**config.mk**
```make
export PLATFORM = sky130hd
export DESIGN_NAME = comparator_seq
export DESIGN_NICKNAME = d
export VERILOG_FILES = /design/src/rtl/comparator_seq.sv
export SDC_FILE = /design/constraint.sdc
export NUM_CORES = 1
export LEC_CHECK = 0
export CORE_UTILIZATION = 53
export DETAILED_ROUTE_END_ITERATION = 10
export PLACE_DENSITY = 0.9
export SYNTH_ARGS = -nofsm -noshare
export SYNTH_HDL_FRONTEND = slang
export SYNTH_SLANG_ARGS = --single-unit
```
**constraint.sdc**
```tcl
create_clock -name clk -period 4.4 [get_ports clk]
set_clock_uncertainty 0.05 [all_clocks]
set_input_delay 0.88 -clock clk [delete_from_list [all_inputs] [get_ports clk]]
set_output_delay 0.88 -clock clk [all_outputs]
set_load 0.05 [all_outputs]
```
**src/rtl/comparator_seq.sv**
```systemverilog
// rtl/comparator_seq.sv - multi-cycle sliced magnitude comparator with start/done handshake
module comparator_seq #(
  parameter int WIDTH      = 16,
  parameter int DIGIT      = 4,
  parameter int EARLY_EXIT = 1
) (
  input  logic             clk,
  input  logic             rst,
  input  logic             start,
  input  logic             signed_mode,
  input  logic [WIDTH-1:0] a,
  input  logic [WIDTH-1:0] b,
  output logic             busy,
  output logic             done,
  output logic             a_greater,
  output logic             a_equal,
  output logic             a_less
);

  localparam int N     = WIDTH / DIGIT;
  localparam int IDX_W = (N > 1) ? $clog2(N) : 1;
  localparam logic [IDX_W-1:0] LAST_IDX = IDX_W'(N - 1);
  // Flipping the sign bit of both operands maps two's-complement order onto unsigned order.
  localparam logic [WIDTH-1:0] MSB_MASK = WIDTH'(1) << (WIDTH - 1);

  typedef enum logic {IDLE, RUN} state_t;

  state_t           state_q, state_d;
  logic [WIDTH-1:0] a_q, a_d, b_q, b_d;
  logic [IDX_W-1:0] idx_q, idx_d;
  logic             found_q, found_d;
  logic             found_gt_q, found_gt_d;
  logic             busy_q, busy_d, done_q, done_d;
  logic             gt_q, gt_d, eq_q, eq_d, lt_q, lt_d;

  logic [DIGIT-1:0] slice_a, slice_b;
  logic             slice_diff, slice_gt;
  logic             fin, fin_gt, fin_eq;

  assign slice_a    = a_q[int'(idx_q) * DIGIT +: DIGIT];
  assign slice_b    = b_q[int'(idx_q) * DIGIT +: DIGIT];
  assign slice_diff = (slice_a != slice_b);
  assign slice_gt   = (slice_a > slice_b);

  // State and result registers; every output comes straight from a flop.
  always_ff @(posedge clk) begin
    if (rst) begin
      state_q    <= IDLE;
      a_q        <= '0;
      b_q        <= '0;
      idx_q      <= '0;
      found_q    <= 1'b0;
      found_gt_q <= 1'b0;
      busy_q     <= 1'b0;
      done_q     <= 1'b0;
      gt_q       <= 1'b0;
      eq_q       <= 1'b0;
      lt_q       <= 1'b0;
    end else begin
      state_q    <= state_d;
      a_q        <= a_d;
      b_q        <= b_d;
      idx_q      <= idx_d;
      found_q    <= found_d;
      found_gt_q <= found_gt_d;
      busy_q     <= busy_d;
      done_q     <= done_d;
      gt_q       <= gt_d;
      eq_q       <= eq_d;
      lt_q       <= lt_d;
    end
  end

  // Next-state: capture on start, walk slices MSB first, finish on decisive or last slice.
  always_comb begin
    state_d    = state_q;
    a_d        = a_q;
    b_d        = b_q;
    idx_d      = idx_q;
    found_d    = found_q;
    found_gt_d = found_gt_q;
    busy_d     = busy_q;
    done_d     = 1'b0;
    gt_d       = gt_q;
    eq_d       = eq_q;
    lt_d       = lt_q;
    fin        = 1'b0;
    fin_gt     = 1'b0;
    fin_eq     = 1'b0;

    case (state_q)
      IDLE: begin
        if (start) begin
          a_d        = signed_mode ? (a ^ MSB_MASK) : a;
          b_d        = signed_mode ? (b ^ MSB_MASK) : b;
          idx_d      = LAST_IDX;
          found_d    = 1'b0;
          found_gt_d = 1'b0;
          busy_d     = 1'b1;
          state_d    = RUN;
        end
      end
      RUN: begin
        if (slice_diff && (EARLY_EXIT != 0)) begin
          fin    = 1'b1;
          fin_gt = slice_gt;
        end else if (idx_q == '0) begin
          fin = 1'b1;
          if (found_q) begin
            fin_gt = found_gt_q;
          end else if (slice_diff) begin
            fin_gt = slice_gt;
          end else begin
            fin_eq = 1'b1;
          end
        end else begin
          idx_d = idx_q - 1'b1;
          // Only the first differing slice decides; later slices cannot override it.
          if (slice_diff && !found_q) begin
            found_d    = 1'b1;
            found_gt_d = slice_gt;
          end
        end
      end
      default: state_d = IDLE;
    endcase

    if (fin) begin
      state_d = IDLE;
      busy_d  = 1'b0;
      done_d  = 1'b1;
      eq_d    = fin_eq;
      gt_d    = !fin_eq && fin_gt;
      lt_d    = !fin_eq && !fin_gt;
    end
  end

  assign busy      = busy_q;
  assign done      = done_q;
  assign a_greater = gt_q;
  assign a_equal   = eq_q;
  assign a_less    = lt_q;

endmodule

```
==> impl_metrics.tcl <==
set metrics [dict create \
    ant_nets 0 \
    fp.dieH_um 60.6 \
    initial_core_util_pct 57.7 \
    setup_viol_count_final 0 \
    worstPathCellList "mux4_2 -> ha_1 -> nand4_4 -> or2_0 -> o211a_1 -> nor3_2" \
    layout_common_cells "nand2_1, dfxtp_1, clkdlybuf4s50_1" \
    cp.required_ns 4.65 \
    coreArea_mm2 0.00315 \
    yosys-top-cells-area "dfxtp_1, nand2_1, mux4_2" \
    yosysTopAreaCell "dfxtp_1" \
    grt_first_pass_wirelength_um 6330 \
    max_clock_freq_mhz 390 \
    synth.mux.area_fraction_pct 9.91 \
    mostFrequentLayoutCell "nand2_1" \
    powerDensity_mw_per_mm2 375 \
    cp-end-kind "register" \
    nNetsFinal 283 \
    ys_seq_elements 42 \
    post_cts_buffers 0 \
    via_per_inst 5.29 \
    cts_resized 0 \
    p_leak_nw 0.854 \
    switchingPower_mw 0.244 \
    htreeDepth 2 \
    p_seq_share_pct 49.8 \
    syn-num-nets 248 \
    drv_cap 0 \
    synth_area_per_cell_um2 8.78 \
    cp_data_arrival_time_ns 2.82 \
    diodes 0 \
    hold_violations 0 \
    min_period_ns 2.57 \
    crit_fanout 11 \
    cts_tree "built" \
    synth_top_family_by_area "simple AND/OR/NAND/NOR gates" \
    tns_ns 0 \
    cts_buffer_depth 2 \
    gp_congestion 0.815 \
    fillers 254 \
    numCtsBuffers 5 \
    postCtsHoldBufs 0 \
    fp.dieW_um 60.6 \
    clkLatencyLatePin_ns 0.37 \
    status "completed" \
    power_mw 0.866 \
    synth-xor-area-share_pct 1.45 \
    ys_seq_area_share_pct 46.2 \
    clock_sinks 42 \
    synth_compound_area_share_pct 14.3 \
    start_kind "register" \
    internal-power_mw 0.622 \
    synth_warnings 0 \
    track_usage_pct 24.0 \
    drive_gt1_share_pct 8.64 \
    critical_path.max_stage_delay_ns 0.73 \
    yosysUniqueCellTypes 30 \
    cts_root_buf "clkbuf_4" \
    wl_per_cell_um 12.7 \
    drc 0 \
    p_sw_share_pct 28.1 \
    num_rows 20 \
    rsz0062_at_grt "false" \
    vias 1519 \
    vdd_drop_max_mv 0.221 \
    synth_cells 207 \
    min_period_over_period_pct 58.3 \
    grt_pass1_vias 1443 \
    hold_class "reg -> reg" \
    path_clk_slew_ns 0.11 \
    slowest_stage "dfxtp_1" \
    syn_area_mm2 0.00182 \
    port_buffers 40 \
    dr.pass1.iters 4 \
    synthSimpleGateAreaFrac_pct 20.0 \
    first_iter_violations 79 \
    design.portCount 41 \
    hpwl_um 2650 \
    path_class "reg -> reg" \
    yosysTopAreaCellShare_pct 46.2 \
    final_max_slew_viol_count 0 \
    p_clk_share_pct 27.9 \
    grt.overflow.total 0 \
    drt_wl_total_um 3630 \
    grt_max_degree 31 \
    relSlewSlack_pct 28.7 \
    yosys.area_share.adder_pct 3.44 \
    combPwrFrac_pct 22.2 \
    antenna_found_initial 0 \
    dieArea_mm2 0.00367 \
    syn2layout_area_growth_pct 27.0 \
    worstMarginPinSlew_ns 1.07 \
]
flip-flops by register name, summed over array words and instances, names as in the netlist:
| register | count |
|---|---|
| a_less | 1 |
| a_greater | 1 |
| state_q | 1 |
| done | 1 |
| a_q | 16 |
| a_equal | 1 |
| found_q | 1 |
| busy | 1 |
| b_q | 16 |
| found_gt_q | 1 |
| idx_q | 2 |
layer usage:
| metal | up-vias | routed length [um] | track usage (%) |
|---|---|---|---|
| met2 | 47 | 1790 | 37.7 |
| li1 | 773 | - | - |
| met3 | 10 | 190 | 6.82 |
| met4 | 0 | 87 | 12.7 |
| met5 | - | 0 | 0 |
| met1 | 689 | 1570 | 30.0 |
power groups by stage:
stage / sequential, mW / clock [mW] / combinational [mW]
2_1_floorplan: 0.439 / 0 / 0.130
3_3_place_gp: 0.439 / 0 / 0.188
3_5_place_dp: 0.441 / 0 / 0.192
4_1_cts: 0.432 / 0.245 / 0.193
5_1_grt: 0.437 / 0.261 / 0.215
6_report: 0.432 / 0.242 / 0.193
cell usage after synthesis:
master	n
a211oi_1	3
a21oi_1	35
a22o_1	1
a31oi_1	1
and3_1	1
buf_1	1
buf_2	4
buf_4	1
clkbuf_1	8
dfxtp_1	42
ha_1	5
inv_1	6
mux4_2	8
nand2_1	61
nand2b_1	2
nand3b_1	1
nand4_4	1
nor2_1	6
nor2_2	1
nor2b_1	2
nor3_1	3
nor3_2	1
nor3b_1	2
o211a_1	1
o211ai_1	1
o21a_1	1
o21ai_0	3
o31ai_1	1
or2_0	1
xnor2_1	3
worst max-delay path, delay by kind of cell, from the launching register on:
| family | cells | cell delay (ns) |
|---|---|---|
| flip-flops | 1 | 0.73 |
| adder cells (fa/ha/maj) | 1 | 0.37 |
| AND/OR/NAND/NOR | 3 | 0.55 |
| multiplexers | 1 | 0.58 |
| AO/OA/AOI/OAI | 1 | 0.22 |
worst paths after layout:
| kind | start | to | slack (ns) | cells after the start |
|---|---|---|---|---|
| worst max-delay path | idx_q[0] | idx_q[1] | 1.83 | 6 |
| worst min-delay path | a_q[13] | a_q[13] | 0.41 | 2 |
| worst max register to register | idx_q[0] | idx_q[1] | 1.83 | 6 |
| worst min register to register | a_q[13] | a_q[13] | 0.41 | 2 |
cell families after synthesis:
| kind of cell | count (synthesis) |
|---|---|
| and+or+nand+nor | 82 |
| AOI/OAI and AO/OA | 47 |
| DFF | 42 |
| buffers and inverters | 20 |
| muxes | 8 |
| adders and majority gates | 5 |
| xor gates and xnor gates | 3 |
metrics by stage:
stage	cell area (um2)	cells	worst slack, ns	hold slack (ns)	util [%]
final	2310	287	1.83	0.408	73.2
after global routing	2310	287	1.62	0.433	73.2
after CTS	2310	287	1.80	0.412	73.2
after detailed placement	2230	279	1.78	0.396	70.7
after global placement	2230	279	1.85	0.390	70.7
after floorplan	1820	207	2.18	0.383	-
layout make-up:
class / instances / area [um2] / area share (%)
multi-input combinational: 145 / 896 / 38.8
sequential: 42 / 841 / 36.4
timing repair buffer: 42 / 415 / 18.0
tap: 44 / 55.1 / 2.38
clock buffer: 6 / 41.3 / 1.79
clock inverter: 2 / 37.5 / 1.63
inverter: 6 / 22.5 / 0.976
Note: power is estimated with default switching activity, not from simulation.
